--- src/rtl/aes_rcon_seq.sv ---
// AES key-schedule sequencer: steps one 32-bit schedule word per adv and flags
// RotWord/SubWord/Rcon words. Define AES_RCON_REVERSE_EN to build reverse sequencing.
module aes_rcon_seq #(
  parameter int unsigned RCON_W = 32
) (
  input  logic              clk,
  input  logic              rst,
  input  logic              kld,
  input  logic [1:0]        klen,
  input  logic              dir,
  input  logic              adv,
  output logic [RCON_W-1:0] out,
  output logic              rot_sub,
  output logic              sub_only,
  output logic [5:0]        widx,
  output logic              last,
  output logic              busy
);

  logic [5:0] widx_q, widx_d;
  logic [2:0] j_q, j_d;
  logic [7:0] rc_q, rc_d;
  logic [3:0] nk_q, nk_d;
  logic [5:0] nw_q, nw_d;
  logic       busy_q, busy_d;
  logic       last_w;
  logic [7:0] out_byte;

  logic [3:0] ld_nk;
  logic [5:0] ld_nw;

`ifdef AES_RCON_REVERSE_EN
  logic       rev_q, rev_d;
  logic [7:0] ld_rc_rev;
`else
  logic rev_q;
  logic unused_dir;
  assign rev_q      = 1'b0;
  assign unused_dir = dir;
`endif

  function automatic logic [7:0] xtime(input logic [7:0] x);
    return {x[6:0], 1'b0} ^ (x[7] ? 8'h1b : 8'h00);
  endfunction

`ifdef AES_RCON_REVERSE_EN
  function automatic logic [7:0] inv_xtime(input logic [7:0] x);
    logic [7:0] t;
    t = x ^ 8'h1b;
    return x[0] ? {1'b1, t[7:1]} : {1'b0, x[7:1]};
  endfunction
`endif

  // Key-length decode; code 3 aliases AES-128.
  always_comb begin
    ld_nk = 4'd4;
    ld_nw = 6'd44;
`ifdef AES_RCON_REVERSE_EN
    ld_rc_rev = 8'h36;
`endif
    unique case (klen)
      2'd1: begin
        ld_nk = 4'd6;
        ld_nw = 6'd52;
`ifdef AES_RCON_REVERSE_EN
        ld_rc_rev = 8'h80;
`endif
      end
      2'd2: begin
        ld_nk = 4'd8;
        ld_nw = 6'd60;
`ifdef AES_RCON_REVERSE_EN
        ld_rc_rev = 8'h40;
`endif
      end
      default: ;
    endcase
  end

  always_comb begin
    last_w = 1'b0;
    if (busy_q) begin
      last_w = rev_q ? (widx_q == {2'b00, nk_q}) : (widx_q == nw_q - 6'd1);
    end
  end

  always_comb begin
    widx_d = widx_q;
    j_d    = j_q;
    rc_d   = rc_q;
    nk_d   = nk_q;
    nw_d   = nw_q;
    busy_d = busy_q;
`ifdef AES_RCON_REVERSE_EN
    rev_d  = rev_q;
`endif
    if (kld) begin
      nk_d   = ld_nk;
      nw_d   = ld_nw;
      busy_d = 1'b1;
      widx_d = {2'b00, ld_nk};
      j_d    = 3'd0;
      rc_d   = 8'h01;
`ifdef AES_RCON_REVERSE_EN
      rev_d  = dir;
      // Nw-1 is 3 mod Nk for every key length, so j starts at 3.
      if (dir) begin
        widx_d = ld_nw - 6'd1;
        j_d    = 3'd3;
        rc_d   = ld_rc_rev;
      end
`endif
    end else if (adv && busy_q) begin
      if (last_w) begin
        busy_d = 1'b0;
`ifdef AES_RCON_REVERSE_EN
      end else if (rev_q) begin
        widx_d = widx_q - 6'd1;
        if (j_q == 3'd0) begin
          j_d  = nk_q[2:0] - 3'd1;
          rc_d = inv_xtime(rc_q);
        end else begin
          j_d = j_q - 3'd1;
        end
`endif
      end else begin
        widx_d = widx_q + 6'd1;
        if ({1'b0, j_q} == nk_q - 4'd1) begin
          j_d  = 3'd0;
          rc_d = xtime(rc_q);
        end else begin
          j_d = j_q + 3'd1;
        end
      end
    end
  end

  always_ff @(posedge clk) begin
    if (rst) begin
      widx_q <= 6'd0;
      j_q    <= 3'd0;
      rc_q   <= 8'h01;
      nk_q   <= 4'd4;
      nw_q   <= 6'd44;
      busy_q <= 1'b0;
    end else begin
      widx_q <= widx_d;
      j_q    <= j_d;
      rc_q   <= rc_d;
      nk_q   <= nk_d;
      nw_q   <= nw_d;
      busy_q <= busy_d;
    end
  end

`ifdef AES_RCON_REVERSE_EN
  always_ff @(posedge clk) begin
    if (rst) rev_q <= 1'b0;
    else     rev_q <= rev_d;
  end
`endif

  assign rot_sub  = busy_q && (j_q == 3'd0);
  assign sub_only = busy_q && (nk_q == 4'd8) && (j_q == 3'd4);
  assign widx     = widx_q;
  assign last     = last_w;
  assign busy     = busy_q;
  assign out_byte = rot_sub ? rc_q : 8'h00;

  generate
    if (RCON_W == 8) begin : g_out_byte
      assign out = out_byte;
    end else begin : g_out_word
      assign out = {out_byte, {(RCON_W-8){1'b0}}};
    end
  endgenerate

endmodule

--- config.mk ---
export PLATFORM = sky130hd
export DESIGN_NAME = aes_rcon_seq
export DESIGN_NICKNAME = d
export VERILOG_FILES = /design/src/rtl/aes_rcon_seq.sv
export SDC_FILE = /design/constraint.sdc
export NUM_CORES = 1
export LEC_CHECK = 0
export CORE_MARGIN = 2
export CORE_UTILIZATION = 35
export CTS_BUF_LIST = sky130_fd_sc_hd__clkbuf_16
export DETAILED_ROUTE_END_ITERATION = 10
export DONT_BUFFER_PORTS = 1
export GPL_TIMING_DRIVEN = 0
export PLACE_DENSITY = 0.55
export SYNTH_ARGS = -nofsm -noshare
export SYNTH_HDL_FRONTEND = slang
export SYNTH_SLANG_ARGS = --single-unit
--- constraint.sdc ---
create_clock -name clk -period 1.95 [get_ports clk]
set_input_delay 0 -clock clk [delete_from_list [all_inputs] [get_ports clk]]
set_output_delay 0 -clock clk [all_outputs]
set_load 0.005 [all_outputs]
==> metrics.md, run 1 <==
| Metric | Value |
|---|---|
| Status | `complete, no violations` |
| Switching share of power | `23.1%` |
| Final WL | `2710 um` |
| Fin Clk Skew | `0.00105 ns` |
| Clock Sinks | `23` |
| Die H | `67.4 um` |
| Minimum clock period | `1.77 ns` |
| Slew Limit Fails | `0` |
| # setup viols final | `0` |
| Post-synthesis sequential area ratio | `32.8%` |
| Clock Tree Root | `clkbuf_16` |
| Final Hold Viols | `0` |
| Final TNS setup | `0 ns` |
| Final Net Count | `210` |
| Worst Path Arrival | `1.95 ns` |
| Gr usage total | `13.3%` |
| Synth Area in Adders | `8.01%` |
| Comb pwr share | `11.9%` |
| Post-Syn Area | `1410 um2` |
| Largest fanout on the critical path | `10` |
| Post-DP HPWL | `2130 um` |
| Area Overhead vs Synth | `19.1%` |
| H-tree levels | `1` |
| Fmax | `566 MHz` |
| RSZ-0062 raised after global routing | `no` |
| GRT Residual Overflow | `0` |
| Cell with the most instances after synthesis | `buf_4` |
| First-pass GRT wire length | `4620 um` |
| Asr flop ratio synth | `0%` |
| I/O Pins | `49` |
| CP required | `2.13 ns` |
| Flop pwr share | `46.6%` |
| # port buffers | `0` |
| Share of cells above drive strength 1 | `18.1%` |
| CTS max path bufs | `2` |
| Residual DRC | `0` |
| Post-synthesis mux area share | `4.99%` |
| Worst VDD drop | `0.000393 V` |
| Post-route design area | `1670 um2` |
| RD Place Congestion | `0.753` |
| Max-Cap Viols | `0` |
| Leading area contributor after synthesis | `dfxtp_1` |
| Cell Int Power | `821 uW` |
| Vias | `1060` |
| LEAKAGE | `0.000738 uW` |
| Via density | `4.36` |
| Xor and xnor area share after synthesis | `6.86%` |
| Largest family of logic cells by synthesized area | `simple AND/OR/NAND/NOR gates` |
| Yosys cell types | `33` |
| Detail Route Antenna Nets | `0` |
| Synth Area in Compound Gates | `9.53%` |
| Commonest cells post-synth | `buf_4, dfxtp_1, nor2_1, nand2_1` |
| Net Sw Power | `247 uW` |
| Crit start category | `register` |
| Top cells by area, synth | `dfxtp_1, buf_4, ha_1` |
| Vias in the first global route | `980` |
| Clock power share | `41.5%` |
| Placement Cell Area | `1550 um2` |
| CTS Buf Count | `3` |
| Pwr Density | `639 nW/um2` |
| Hold Crit Class | `input port to register` |
| DIE AREA | `4540 um2` |
| Core area | `3940 um2` |
| Iter 0 DRT Violations | `67` |
| Number of flops mapped to enable cells by yosys | `0` |
| Antenna diodes | `0` |
| Yosys reg bits | `23` |
| YS warnings | `0` |
| Cell row count | `23` |
| Ys flop type | `dfxtp_1` |
| Skew-Pair Late Insertion Delay | `0.25 ns` |
| DR pass1 iterations | `4` |
| DIE WIDTH | `67.4 um` |
| Avg Inst Size Synth | `8.67 um2` |
| Period Utilization, post-route | `90.6%` |
| TritonCTS clock tree | `yes` |
| Initial Utilization | `35.6%` |
| Initial antenna violation count | `0` |
| Synth Instances | `162` |
| WS Path Type | `register to register` |
| WL/cell | `11.1 um` |
| Post-Synth Simple-Gate Area | `19.9%` |
| Largest net degree at the start of global routing | `14` |
| Nature of the critical path endpoint | `register` |
| Synth top area share | `32.8%` |
| Final core occ | `42.4%` |
| Clock-pin slew of the registers on the worst-case setup and hold paths | `0.06 ns` |
power groups by stage:
stage,clock network (uW),registers (uW),logic [uW]
6_report,444,498,127
5_1_grt,477,499,146
4_1_cts,450,498,126
3_5_place_dp,0,508,119
3_3_place_gp,0,508,118
2_1_floorplan,0,503,106
placed cells by master, fill, tap and decap left out, types with 2 or more instances in the layout:
| cell | count |
|---|---|
| a211oi_1 | 7 |
| a21oi_1 | 3 |
| a311oi_1 | 2 |
| and2_1 | 10 |
| buf_4 | 26 |
| clkbuf_1 | 3 |
| clkbuf_16 | 3 |
| conb_1 | 24 |
| dfxtp_1 | 22 |
| dlygate4sd3_1 | 3 |
| ha_1 | 9 |
| inv_1 | 9 |
| mux2i_1 | 7 |
| nand2_1 | 12 |
| nand2b_1 | 2 |
| nand3_1 | 2 |
| nand3b_1 | 2 |
| nand4_1 | 2 |
| nor2_1 | 14 |
| nor3_1 | 3 |
| o21ai_0 | 3 |
| xnor2_1 | 10 |
state kept, by name, summed over array words and instances, names as in the netlist:
signal	flops
busy	1
j_q	3
nk_q	3
nw_q	2
rc_q	8
widx	6
critical path, cell delays in order, from the launching register on:
cell	delay, ns
dfxtp_2	0.35
inv_1	0.05
ha_1	0.18
ha_1	0.30
nor4_4	0.30
and2_1	0.18
buf_6	0.15
mux2i_1	0.19
cell families after synthesis:
kind of cell | count (synthesis)
AO/OA/AOI/OAI | 19
flip-flops | 23
multiplexers | 7
AND/OR/NAND/NOR | 53
XOR/XNOR | 11
buffers and inverters | 39
adder cells (fa/ha/maj) | 9
other | 1
metal layers:
layer	GRT usage, %	vias to the layer above	wire [um]
met1	16.9	478	1230
met3	4.83	2	197
met2	21.9	28	1270
li1	-	552	-
met4	2.30	0	8
met5	0	-	0
through the flow:
stage | setup slack [ns] | std cells | total power (uW) | hold WS (ns)
global route | 0.0398 | 243 | 1120 | 0.0508
global placement | 0.0452 | 235 | 626 | 0.119
floorplan | 0.226 | 185 | 609 | 0.115
finish | 0.182 | 243 | 1070 | 0.0440
CTS | 0.109 | 243 | 1070 | 0.0469
detailed placement | 0.0196 | 235 | 628 | 0.123
path summary, 6_finish.rpt:
kind	slack, ns	start	depth (start not counted)	end
max	0.18	nk_q[1]$_SDFFE_PP0P_	7	rc_q[5]$_SDFFE_PP0P_
min	0.04	klen[0]	3	nw_q[4]$_SDFFE_PP0P_
max reg2reg	0.18	nk_q[1]$_SDFFE_PP0P_	7	rc_q[5]$_SDFFE_PP0P_
min reg2reg	0.49	rc_q[1]$_SDFFE_PP0P_	2	rc_q[2]$_SDFFE_PP0P_
repair_timing:
action	4_1_cts	5_1_grt
setup buffers	1	0
hold buffers	3	0
hold endpoints to repair	7	0
pin swaps	2	0
resized for setup	0	1
endpoints found under the setup margin	1	2
cloned	0	0
area by class of cell:
| cell class | instances | area, um2 |
|---|---|---|
| well taps | 50 | 62.6 |
| plain buffers | 30 | 214 |
| flip-flops and latches | 23 | 462 |
| clock buffers | 3 | 75.1 |
| repair buffers | 4 | 37.5 |
| clock inverters | 1 | 5.00 |
| fillers | 403 | 2270 |
| multi-input cells | 123 | 783 |
| inverters | 9 | 33.8 |
Note: power is estimated with default switching activity, not from simulation.
==> inputs of run 2 (changes only) <==
--- a/config.mk
+++ b/config.mk
@@ -5,13 +5,16 @@
 export SDC_FILE = /design/constraint.sdc
 export NUM_CORES = 1
 export LEC_CHECK = 0
+export ABC_AREA = 1
+export CELL_PAD_IN_SITES_DETAIL_PLACEMENT = 0
+export CELL_PAD_IN_SITES_GLOBAL_PLACEMENT = 1
 export CORE_MARGIN = 2
 export CORE_UTILIZATION = 35
 export CTS_BUF_LIST = sky130_fd_sc_hd__clkbuf_16
 export DETAILED_ROUTE_END_ITERATION = 10
 export DONT_BUFFER_PORTS = 1
 export GPL_TIMING_DRIVEN = 0
-export PLACE_DENSITY = 0.55
+export PLACE_DENSITY = 0.71
 export SYNTH_ARGS = -nofsm -noshare
 export SYNTH_HDL_FRONTEND = slang
 export SYNTH_SLANG_ARGS = --single-unit
==> constraint.sdc (replaced) <==
create_clock -name clk -period 1.95 [get_ports clk]
set_input_delay 0.2925 -clock clk [delete_from_list [all_inputs] [get_ports clk]]
set_output_delay 0.2925 -clock clk [all_outputs]
set_load 0.005 [all_outputs]
==> metrics.md, run 2 <==
| Metric | Value |
|---|---|
| Yosys reg bits | `23 (unchanged)` |
| Skew-Pair Late Insertion Delay | `0.25 ns (about the same)` |
| Status | `complete, no violations (unchanged)` |
| Final Hold Viols | `0 (unchanged)` |
| DR pass1 iterations | `6 (was 4)` |
| Yosys cell types | `30 (was 33)` |
| Setup bufs post-CTS | `0 (was 1)` |
| Crit start category | `register (unchanged)` |
| Worst Path Arrival | `1.87 ns (was 1.95 ns)` |
| Clock-pin slew of the registers on the worst-case setup and hold paths | `0.06 ns (about the same)` |
| Initial antenna violation count | `0 (unchanged)` |
| Share of cells above drive strength 1 | `22.2% (was 18.1%)` |
| YS warnings | `0 (unchanged)` |
| First-pass GRT wire length | `5140 um (was 4620 um)` |
| Final TNS setup | `0 ns (unchanged)` |
| Post-synthesis sequential area ratio | `29.5% (was 32.8%)` |
| Post-Syn Area | `1560 um2 (was 1410 um2)` |
| Area Overhead vs Synth | `15.2% (was 19.1%)` |
| Final WL | `2980 um (was 2710 um)` |
| Via density | `4.17 (was 4.36)` |
| Slew Limit Fails | `0 (unchanged)` |
| GRT Residual Overflow | `0 (unchanged)` |
| Initial Utilization | `36.1% (was 35.6%)` |
| DIE AREA | `5000 um2 (was 4540 um2)` |
| # fillers | `470 (was 403)` |
| Hold_sp | `rst (was klen[0])` |
| Area of the multi-input gates | `845 um2 (was 783 um2)` |
| Largest fanout on the critical path | `10 (unchanged)` |
| Post-DP HPWL | `2340 um (was 2130 um)` |
| Number of gates resized after cts | `0 (unchanged)` |
| Cell depth of the worst flop-to-flop path | `9 (was 7)` |
| I/O Pins | `49 (unchanged)` |
| Max-Cap Viols | `0 (unchanged)` |
| FF+latch area | `462 um2 (unchanged)` |
| RD Place Congestion | `0.726 (was 0.753)` |
| Max reg flops | `8 (unchanged)` |
| Nature of the critical path endpoint | `register (unchanged)` |
| Placement Cell Area | `1710 um2 (was 1550 um2)` |
| Commonest cells post-synth | `nand2_1, inv_1, buf_4, dfxtp_1, nor2_1 (was buf_4, dfxtp_1, nor2_1, nand2_1)` |
| Most common cell after layout, fill and taps aside | `nand2_1 (was buf_4)` |
| TritonCTS clock tree | `yes (unchanged)` |
| WS Path Type | `register to register (unchanged)` |
| Largest net degree at the start of global routing | `13 (was 14)` |
| Synth Instances | `221 (was 162)` |
| Clock Tree Root | `clkbuf_16 (unchanged)` |
| Asr flop ratio synth | `0% (unchanged)` |
| RSZ-0062 raised after global routing | `no (unchanged)` |
| Post-route design area | `1800 um2 (was 1670 um2)` |
| LEAKAGE | `0.000948 uW (was 0.000738 uW)` |
| Iter 0 DRT Violations | `54 (was 67)` |
| Reg-to-reg critical path endpoint | `rc_q[1]$_SDFFE_PP0P_ (was rc_q[5]$_SDFFE_PP0P_)` |
| Antenna diodes | `0 (unchanged)` |
| Vias in the first global route | `1105 (was 980)` |
| R2R Path Start | `nk_q[1]$_SDFFE_PP0P_ (unchanged)` |
| Fmax | `579 MHz (was 566 MHz)` |
| Hold Crit Class | `input port to register (unchanged)` |
| Ys flop type | `dfxtp_1 (unchanged)` |
| Minimum clock period | `1.73 ns (was 1.77 ns)` |
| Fin Clk Skew | `0.00218 ns (was 0.00105 ns)` |
| CP required | `2.10 ns (was 2.13 ns)` |
| Min-Delay Endpoint | `widx[2]$_SDFFE_PP0P_ (was nw_q[4]$_SDFFE_PP0P_)` |
| CTS max path bufs | `2 (unchanged)` |
| Top cells by area, synth | `dfxtp_1, buf_4, nand2_1 (was dfxtp_1, buf_4, ha_1)` |
| Detail Route Antenna Nets | `0 (unchanged)` |
| Hold depth | `1 (was 3)` |
| Most flops, register | `rc_q (unchanged)` |
| Non-filler cells, final | `300 (was 243)` |
| Cell row count | `24 (was 23)` |
| Placed insts | `296 (was 235)` |
| # port buffers | `0 (unchanged)` |
| Avg Inst Size Synth | `7.05 um2 (was 8.67 um2)` |
| Vias | `1252 (was 1060)` |
| Most frequent cells in the layout | `nand2_1, inv_1, buf_4 (was buf_4, conb_1, dfxtp_1)` |
| # setup viols final | `0 (unchanged)` |
| Number of flops mapped to enable cells by yosys | `0 (unchanged)` |
| Gr usage total | `12.8% (was 13.3%)` |
| DIE WIDTH | `70.7 um (was 67.4 um)` |
| Final Net Count | `265 (was 210)` |
| Pwr Density | `594 nW/um2 (was 639 nW/um2)` |
| Worst VDD drop | `0.000400 V (was 0.000393 V)` |
| Leading area contributor after synthesis | `dfxtp_1 (unchanged)` |
| CTS Buf Count | `3 (unchanged)` |
| H-tree levels | `1 (unchanged)` |
| Cell with the most instances after synthesis | `nand2_1 (was buf_4)` |
| WL/cell | `9.92 um (was 11.1 um)` |
| Clock Sinks | `23 (unchanged)` |
| Residual DRC | `0 (unchanged)` |
| Synth top area share | `29.5% (was 32.8%)` |
| Die H | `70.7 um (was 67.4 um)` |
| Core area | `4320 um2 (was 3940 um2)` |
| CTS hold repair buffers | `0 (was 3)` |
| R2R Setup Slk | `0.22 ns (was 0.18 ns)` |
| Period Utilization, post-route | `88.5% (was 90.6%)` |
run 2: cell count changes in the layout (fill, tap and decap cells not counted), sizes merged, moves of 4 or more:
cell    change
and2       -10
o21ai       +5
nand3      +14
a21oi       +4
xnor2      -10
nand2      +42
a211oi      -7
nor2       +11
inv        +27
mux2i       -7
run 2: final cells by class:
class                   count  area share [%]
multi-input cells         158            47.0
clock inverters             1           0.209
inverters                  35            7.46
clock buffers               3            4.18
flip-flops and latches     23            25.7
plain buffers              28            11.8
well taps                  52            3.62
run 2: how the worst max path moves through the flow:
stage | start | endpoint | slack [ns] | depth (start not counted)
global route | widx[0]$_SDFFE_PP0P_ | last | 0.10 | 5
floorplan | nk_q[1]$_SDFFE_PP0P_ | rc_q[1]$_SDFFE_PP0P_ | 0.34 | 9
global placement | nk_q[1]$_SDFFE_PP0P_ | rc_q[4]$_SDFFE_PP0P_ | 0.22 | 9
detailed placement | nk_q[1]$_SDFFE_PP0P_ | rc_q[6]$_SDFFE_PP0P_ | 0.21 | 9
CTS | j_q[0]$_SDFFE_PP0P_ | out[26] | 0.05 | 6
finish | nk_q[1]$_SDFFE_PP0P_ | rc_q[1]$_SDFFE_PP0P_ | 0.22 | 9
run 2: layer usage:
layer / track usage (%) / routed length, um / vias up / part of all wire, %
met5: 0 / 0 / - / 0
met3: 4.13 / 168 / 2 / 5.6
li1: - / - / 694 / -
met4: 3.14 / 14 / 0 / 0.47
met1: 16.7 / 1400 / 532 / 47
met2: 20.5 / 1390 / 24 / 47
run 2: power breakdown:
part | switching [uW] | leakage (uW) | internal, uW
sequential | 13.3 | 0.000188 | 483
combinational | 74.8 | 0.000719 | 59.3
clock | 162 | 0.0000423 | 273
total | 251 | 0.000948 | 815
run 2: kinds of logic after synthesis:
group / count (synthesis) / share of synthesized area, %
flip-flops: 23 / 29.5
adder cells (fa/ha/maj): 9 / 7.22
other: 1 / 0.241
buffers and inverters: 63 / 22.2
XOR/XNOR: 4 / 2.25
AND/OR/NAND/NOR: 103 / 31.8
AO/OA/AOI/OAI: 18 / 6.82
run 2: metrics by stage:
stage               setup slack (ns)  util [%]  total power, uW  hold WS, ns
global route                   0.102      41.5             1130       0.0911
global placement               0.219      39.6              639        0.363
detailed placement             0.214      39.6              641        0.365
finish                         0.224      41.5             1070       0.0991
CTS                           0.0487      41.4             1080       0.0958
floorplan                      0.343         -              618        0.362
run 2: critical path: stages (launching register included):
cell	delay (ns)
dfxtp_1	0.34
inv_2	0.05
ha_1	0.19
ha_1	0.26
nand3b_1	0.19
nor2_4	0.16
nand3_4	0.12
buf_8	0.17
nand3_1	0.08
o21ai_2	0.05
